## src/rtl/calc_key_sequencer_if.sv

```systemverilog
// Bundle of key-input, core-handshake and status signals for calc_key_sequencer.
// master: the sequencer side; slave: the key source / calculator core / display side.
interface calc_key_sequencer_if;
  logic        key_valid;
  logic [7:0]  key_code;
  logic [15:0] calc_a;
  logic [15:0] calc_b;
  logic [7:0]  calc_op;
  logic        calc_start;
  logic [31:0] calc_y;
  logic        calc_done;
  logic [15:0] cur_val;
  logic [31:0] result;
  logic        result_valid;
  logic [1:0]  err_code;

  modport master (
    input  key_valid, key_code, calc_y, calc_done,
    output calc_a, calc_b, calc_op, calc_start, cur_val, result, result_valid, err_code
  );

  modport slave (
    output key_valid, key_code, calc_y, calc_done,
    input  calc_a, calc_b, calc_op, calc_start, cur_val, result, result_valid, err_code
  );
endinterface

```

## src/rtl/calc_key_sequencer.sv

```systemverilog
// Key-stream front end for the 16x16 calculator core: builds decimal operands,
// latches the operator, issues one start pulse, captures the result and allows
// chaining the result into the next operation.
//
// state  | meaning
// S_A    | entering operand A
// S_B    | entering operand B (operator latched)
// S_WAIT | start issued, waiting for calc_done or timeout
// S_RES  | result captured, next key starts new calc or chains
// S_ERR  | error latched, only 'C'/'c' leaves
module calc_key_sequencer #(
  parameter int unsigned TIMEOUT_CYCLES = 16
) (
  input  logic                  clk,
  input  logic                  rst,
  calc_key_sequencer_if.master  bus
);

  typedef enum logic [2:0] {S_A, S_B, S_WAIT, S_RES, S_ERR} state_t;

  localparam logic [7:0] TMO_LAST = 8'(TIMEOUT_CYCLES - 1);

  state_t      state_q, state_d;
  logic [15:0] a_q, a_d, b_q, b_d, cur_q, cur_d;
  logic [7:0]  op_q, op_d, tmo_q, tmo_d;
  logic [31:0] res_q, res_d;
  logic        start_q, start_d, rv_q, rv_d, bdig_q, bdig_d;
  logic [1:0]  err_q, err_d;

  logic        is_digit, is_op, is_eq, is_clr;
  logic [3:0]  digit;
  logic [15:0] acc_src;
  logic [19:0] acc_new;
  logic        acc_ovf;

  // Key classification; the low nibble of '0'..'9' is the digit value.
  always_comb begin
    is_digit = bus.key_valid && (bus.key_code >= 8'd48) && (bus.key_code <= 8'd57);
    is_op    = bus.key_valid && ((bus.key_code == 8'd43) || (bus.key_code == 8'd45) ||
                                 (bus.key_code == 8'd42) || (bus.key_code == 8'd47));
    is_eq    = bus.key_valid && (bus.key_code == 8'd61);
    is_clr   = bus.key_valid && ((bus.key_code == 8'd67) || (bus.key_code == 8'd99));
    digit    = bus.key_code[3:0];
    acc_src  = (state_q == S_B) ? b_q : a_q;
    acc_new  = 20'(acc_src) * 20'd10 + 20'(digit);
    acc_ovf  = |acc_new[19:16];
  end

  // State register and all datapath registers.
  always_ff @(posedge clk) begin
    if (rst) begin
      state_q <= S_A;
      a_q     <= '0;
      b_q     <= '0;
      op_q    <= '0;
      start_q <= 1'b0;
      cur_q   <= '0;
      res_q   <= '0;
      rv_q    <= 1'b0;
      err_q   <= '0;
      tmo_q   <= '0;
      bdig_q  <= 1'b0;
    end else begin
      state_q <= state_d;
      a_q     <= a_d;
      b_q     <= b_d;
      op_q    <= op_d;
      start_q <= start_d;
      cur_q   <= cur_d;
      res_q   <= res_d;
      rv_q    <= rv_d;
      err_q   <= err_d;
      tmo_q   <= tmo_d;
      bdig_q  <= bdig_d;
    end
  end

  // Next-state and datapath updates; 'C' overrides everything.
  always_comb begin
    state_d = state_q;
    a_d     = a_q;
    b_d     = b_q;
    op_d    = op_q;
    start_d = 1'b0;
    cur_d   = cur_q;
    res_d   = res_q;
    rv_d    = rv_q;
    err_d   = err_q;
    tmo_d   = tmo_q;
    bdig_d  = bdig_q;
    if (is_clr) begin
      state_d = S_A;
      a_d     = '0;
      b_d     = '0;
      cur_d   = '0;
      rv_d    = 1'b0;
      err_d   = 2'd0;
    end else begin
      case (state_q)
        S_A: begin
          if (is_digit) begin
            if (acc_ovf) begin
              err_d   = 2'd1;
              state_d = S_ERR;
            end else begin
              a_d   = acc_new[15:0];
              cur_d = acc_new[15:0];
            end
          end else if (is_op) begin
            op_d    = bus.key_code;
            b_d     = '0;
            bdig_d  = 1'b0;
            cur_d   = '0;
            state_d = S_B;
          end
        end
        S_B: begin
          if (is_digit) begin
            if (acc_ovf) begin
              err_d   = 2'd1;
              state_d = S_ERR;
            end else begin
              b_d    = acc_new[15:0];
              cur_d  = acc_new[15:0];
              bdig_d = 1'b1;
            end
          end else if (is_op) begin
            if (!bdig_q) op_d = bus.key_code;
          end else if (is_eq) begin
            if ((op_q == 8'd47) && (b_q == 16'd0)) begin
              err_d   = 2'd2;
              state_d = S_ERR;
            end else begin
              start_d = 1'b1;
              tmo_d   = '0;
              state_d = S_WAIT;
            end
          end
        end
        S_WAIT: begin
          if (bus.calc_done) begin
            res_d   = bus.calc_y;
            rv_d    = 1'b1;
            state_d = S_RES;
          end else if (tmo_q == TMO_LAST) begin
            err_d   = 2'd3;
            state_d = S_ERR;
          end else begin
            tmo_d = tmo_q + 8'd1;
          end
        end
        S_RES: begin
          if (is_digit) begin
            a_d     = 16'(digit);
            b_d     = '0;
            cur_d   = 16'(digit);
            rv_d    = 1'b0;
            state_d = S_A;
          end else if (is_op) begin
            if (res_q[31:16] == 16'd0) begin
              a_d     = res_q[15:0];
              op_d    = bus.key_code;
              b_d     = '0;
              bdig_d  = 1'b0;
              cur_d   = '0;
              rv_d    = 1'b0;
              state_d = S_B;
            end else begin
              err_d   = 2'd3;
              state_d = S_ERR;
            end
          end
        end
        S_ERR: ;
        default: state_d = S_A;
      endcase
    end
  end

  // Registered outputs.
  assign bus.calc_a       = a_q;
  assign bus.calc_b       = b_q;
  assign bus.calc_op      = op_q;
  assign bus.calc_start   = start_q;
  assign bus.cur_val      = cur_q;
  assign bus.result       = res_q;
  assign bus.result_valid = rv_q;
  assign bus.err_code     = err_q;

endmodule

```

## src/flat_wrapper.sv

```systemverilog
// flat-port wrapper written by rule: the top's interface ports become plain ports
module calc_key_sequencer_flat 
#(
  parameter int unsigned TIMEOUT_CYCLES = 16
)
  (clk, rst, bus_key_valid, bus_key_code, bus_calc_y, bus_calc_done, bus_calc_a, bus_calc_b, bus_calc_op, bus_calc_start, bus_cur_val, bus_result, bus_result_valid, bus_err_code);
  calc_key_sequencer_if bus_i ();
  input  logic clk;
  input  logic rst;
  input wire logic [$bits(bus_i.key_valid)-1:0] bus_key_valid;
  input wire logic [$bits(bus_i.key_code)-1:0] bus_key_code;
  input wire logic [$bits(bus_i.calc_y)-1:0] bus_calc_y;
  input wire logic [$bits(bus_i.calc_done)-1:0] bus_calc_done;
  output wire logic [$bits(bus_i.calc_a)-1:0] bus_calc_a;
  output wire logic [$bits(bus_i.calc_b)-1:0] bus_calc_b;
  output wire logic [$bits(bus_i.calc_op)-1:0] bus_calc_op;
  output wire logic [$bits(bus_i.calc_start)-1:0] bus_calc_start;
  output wire logic [$bits(bus_i.cur_val)-1:0] bus_cur_val;
  output wire logic [$bits(bus_i.result)-1:0] bus_result;
  output wire logic [$bits(bus_i.result_valid)-1:0] bus_result_valid;
  output wire logic [$bits(bus_i.err_code)-1:0] bus_err_code;
  assign bus_i.key_valid = bus_key_valid;
  assign bus_i.key_code = bus_key_code;
  assign bus_i.calc_y = bus_calc_y;
  assign bus_i.calc_done = bus_calc_done;
  assign bus_calc_a = bus_i.calc_a;
  assign bus_calc_b = bus_i.calc_b;
  assign bus_calc_op = bus_i.calc_op;
  assign bus_calc_start = bus_i.calc_start;
  assign bus_cur_val = bus_i.cur_val;
  assign bus_result = bus_i.result;
  assign bus_result_valid = bus_i.result_valid;
  assign bus_err_code = bus_i.err_code;
  calc_key_sequencer #(.TIMEOUT_CYCLES(TIMEOUT_CYCLES)) u_core (.clk(clk), .rst(rst), .bus(bus_i));
endmodule
```

## config.mk

```make
export PLATFORM = sky130hd
export DESIGN_NAME = calc_key_sequencer_flat
export DESIGN_NICKNAME = d
export VERILOG_FILES = /design/src/rtl/calc_key_sequencer_if.sv /design/src/rtl/calc_key_sequencer.sv /design/src/flat_wrapper.sv
export SDC_FILE = /design/constraint.sdc
export NUM_CORES = 1
export LEC_CHECK = 0
export CORE_MARGIN = 5
export CORE_UTILIZATION = 35
export CTS_CLUSTER_SIZE = 40
export DETAILED_ROUTE_END_ITERATION = 7
export PLACE_DENSITY = 0.6
export SLEW_MARGIN = 10
export SYNTH_ARGS = -nofsm -noshare
export SYNTH_HDL_FRONTEND = slang
export SYNTH_SLANG_ARGS = --single-unit
```

## constraint.sdc

```tcl
create_clock -name clk -period 12.8 [get_ports clk]
set_input_delay 1.28 -clock clk [delete_from_list [all_inputs] [get_ports clk]]
set_output_delay 1.28 -clock clk [all_outputs]
set_load 0.01 [all_outputs]
```

==> metrics.md <==
| Metric | Value |
|---|---|
| Status | finished, final reports clean |
| Most frequent cells in the layout | nand2_1 (140), clkdlybuf4s50_1 (135), dfxtp_1 (104), a21oi_1 (61), nor2_1 (46) |
| Synth warnings | 0 |
| Area post-placement | 0.00757 mm2 |
| Worst VDD drop | between 0.00006 and 0.00007 V |
| Sequential share of the synthesized area | roughly 34% |
| Net Sw Frac | 30.3% |
| Setup TNS | 0 ns |
| Slew margin rel. | 33.2% |
| R2R Setup Slk | 7.05 ns |
| Main synth FF type | dfxtp_1 |
| Core Footprint | 0.0172 mm2 |
| Largest net degree at the start of global routing | 43 |
| Comb power frac | 19.8% |
| Hpwl dp | 15300 um |
| Static leakage | 0.00290 uW |
| Most common cell after layout, fill and taps aside | nand2_1 |
| Crit Path Category | reg -> reg |
| Clk pwr share | 34.1% |
| H-tree Lvls | 3 |
| Asr flop ratio synth | 0% |
| Max clock buf depth | 2 |
| Mapped Area | 0.00610 mm2 |
| Crit-path cells | nor2b_1 > nand2_1 > nand2_1 > nand2_1 > ha_1 > ha_1 > inv_1 > fa_1 > nand2b_2 > a21oi_1 > o21ai_2 > xnor2_1 > nand4_4 > nor4_4 > a21oi_4 > nor4_4 > a22o_1 |
| ANT cells | 0 |
| Initial Utilization | ~35% |
| CTS clk-pin slew, worst paths | 0.07 ns |
| Area Overhead vs Synth | 28.9% |
| Layout cell share with drive strength beyond 1 | 6.04% |
| CTS buffer count | 9 |
| Final period utilization | 44.9% |
| Worst EP required | 13.09 ns |
| Post-route ant nets | 0 |
| Setup Viol. Count Final | 0 |
| Die area | around 0.020 mm2 |
| Cells after Synth | 730 |
| Routed len/inst | 18.9 um |
| Max Cap Viol | 0 |
| Clock sink count | 104 |
| Unrepaired setup endpoints after global routing | false |
| Antenna violations before repair | 0 |
| Final-layout fill cell count | 1731 |
| Syn nets | 806 |
| DRT Pass-1 Iters | 5 |
| Worst Path Max Fanout | 21 |
| Total gr overflow | 0 |
| Netlist cell types | 80 |
| Post-Synth Adder-Cell Area | 6.81% |
| Setup crit end kind | flop |
| Period minus WS final | 5.75 ns |
| Final hold vios | 0 |
| Reg power frac | 46.1% |
| Skew-Pair Late Insertion Delay | 0.36 ns |
| Die X | 142 um |
| Mean Syn Cell Area | 8.35 um2 |
| CTS Root Cell | clkbuf_16 |
| Worst Max-Slew Pin Slew | a little under 1 ns |
| Port buffer count | approximately 140 |
| Ports | 136 |
| Die H | 142 um |
| Post-CTS sizing | 0 |
| Post-synth EDFFs | 0 |
| Path type of the worst min-delay path | reg -> reg |
| Fmax | between 0.15 and 0.2 GHz |
| # rows | 48 |
| Compound-gate portion of the synthesized area | 24.7% |
| First-pass GRT wire length | 31500 um |
| Drt drc | 0 |
| Aggregate global-route resource usage | between 15 and 20% |
| Worst Hold Slack | 0.474 ns |
| WP data arrival | between 6 and 7 ns |
| Power per cell area | ~100 mW/mm2 |
| Vias | slightly below 6000 |
| Tot Pwr | 782 uW |
| CP peak stage delay | 0.72 ns |
| Vias in the first global route | roughly 5600 |
| Most used cell, CP | nand2_1 |
| WL final | 20200 um |
| Post-Synth Simple-Gate Area | 24.0% |
| Skew final | 0.0124 ns |
| Highest-delay cell along the critical path | nor4_4 |
| DR vias/cell | about 5.5 |
| Largest family of logic cells by synthesized area | compound AO/OA/AOI/OAI gates |
| Final nets | approximately 920 |
| CP Launch Type | flop |
| Xor/xnor share of the synthesized area | between 4 and 5% |
| Mux share of post-synthesis cell area | 1.97% |
| GPL Wtd Cong | 0.934 |
| Switching pwr | 237 uW |
| FF+latch count, synth | 104 |
| TritonCTS clock tree | built |
| Pint | 545 uW |
| CTS Hold Bufs | 0 |
| Post-CTS Setup Bufs | 0 |
| Fin util | 45.7% |
| Final Max Tran Viols | 0 |
| Post-route cell area | 0.00786 mm2 |
| Initial DRC count | approximately 550 |
## synth_stat cells (12+ instances only)
cell type | count | area [um2]
o21ai_0 | 14 | 70.1
a22o_1 | 16 | 140
nor4_1 | 13 | 81.3
nand3_1 | 28 | 140
nand2_1 | 140 | 526
nor2_1 | 48 | 180
inv_1 | 16 | 60.1
a21oi_1 | 61 | 305
dfxtp_1 | 104 | 2080
clkbuf_1 | 32 | 120
mux2i_1 | 12 | 120
a32o_1 | 12 | 120
xor2_1 | 15 | 131
xnor2_1 | 14 | 123
ha_1 | 30 | 375
## metrics by stage
step           worst slack, ns  cells
3_3_place_gp              7.34   1054
4_1_cts                   7.13   1070
5_1_grt                   6.62   1070
6_report                  7.05   1070
3_5_place_dp              7.18   1054
2_1_floorplan             8.14    730
## logic make-up (layout without fill, tap and decap cells)
group	Yosys count	after routing
AO/OA/AOI/OAI	198	198
XOR/XNOR	29	29
adder cells (fa/ha/maj)	32	32
buffers and inverters	57	172
flip-flops	104	104
multiplexers	12	12
AND/OR/NAND/NOR	298	298
## final cells by class
class                   count  area, um2  area share [%]
repair buffers            140       1390            17.7
multi-input cells         569       3760            47.9
flip-flops and latches    104       2080            26.5
clock inverters             6       52.6           0.669
inverters                  16       60.1           0.764
clock buffers              10        229            2.91
well taps                 225        282            3.58
## power groups by stage
stage / registers [uW] / clock network [uW] / logic [uW]
after CTS: 360 / 274 / 154
after global placement: 367 / 0 / 154
after detailed placement: 368 / 0 / 154
after global routing: 364 / 285 / 168
after floorplan: 367 / 0 / 81.3
final: 360 / 267 / 155
## path summary, 6_finish.rpt
kind | startpoint | endpoint | depth (start not counted)
hold / removal | u_core.bdig_q$_SDFFE_PP0P_ | u_core.bdig_q$_SDFFE_PP0P_ | 2
hold reg to reg | u_core.bdig_q$_SDFFE_PP0P_ | u_core.bdig_q$_SDFFE_PP0P_ | 2
setup / recovery | u_core.state_q[0]$_SDFFE_PP0P_ | u_core.bus.calc_b[4]$_SDFFE_PP0P_ | 17
setup reg to reg | u_core.state_q[0]$_SDFFE_PP0P_ | u_core.bus.calc_b[4]$_SDFFE_PP0P_ | 17
## metal layers
layer	routed length [um]	vias to the layer above	track usage, %
li1	-	2895	-
met1	9370	2777	28.2
met2	8700	244	29.8
met3	1950	13	5.78
met4	151	0	3.64
met5	0	-	0
## registers in the layout (all words and copies together), names as in the netlist, 2 cells and up
signal,flops
u_core.bus.calc_a,16
u_core.bus.calc_b,16
u_core.bus.calc_op,8
u_core.bus.cur_val,16
u_core.bus.err_code,2
u_core.bus.result,32
u_core.state_q,3
u_core.tmo_q,8
## worst max-delay path: cells and delay by family (launching register included)
kind | cells | cell delay [ns]
AO/OA/AOI/OAI | 4 | 0.87
AND/OR/NAND/NOR | 8 | 2.88
flip-flops | 1 | 0.59
XOR/XNOR | 1 | 0.42
adder cells (fa/ha/maj) | 3 | 0.87
buffers and inverters | 1 | 0.06
No activity file was read; power rests on OpenSTA's default activity.
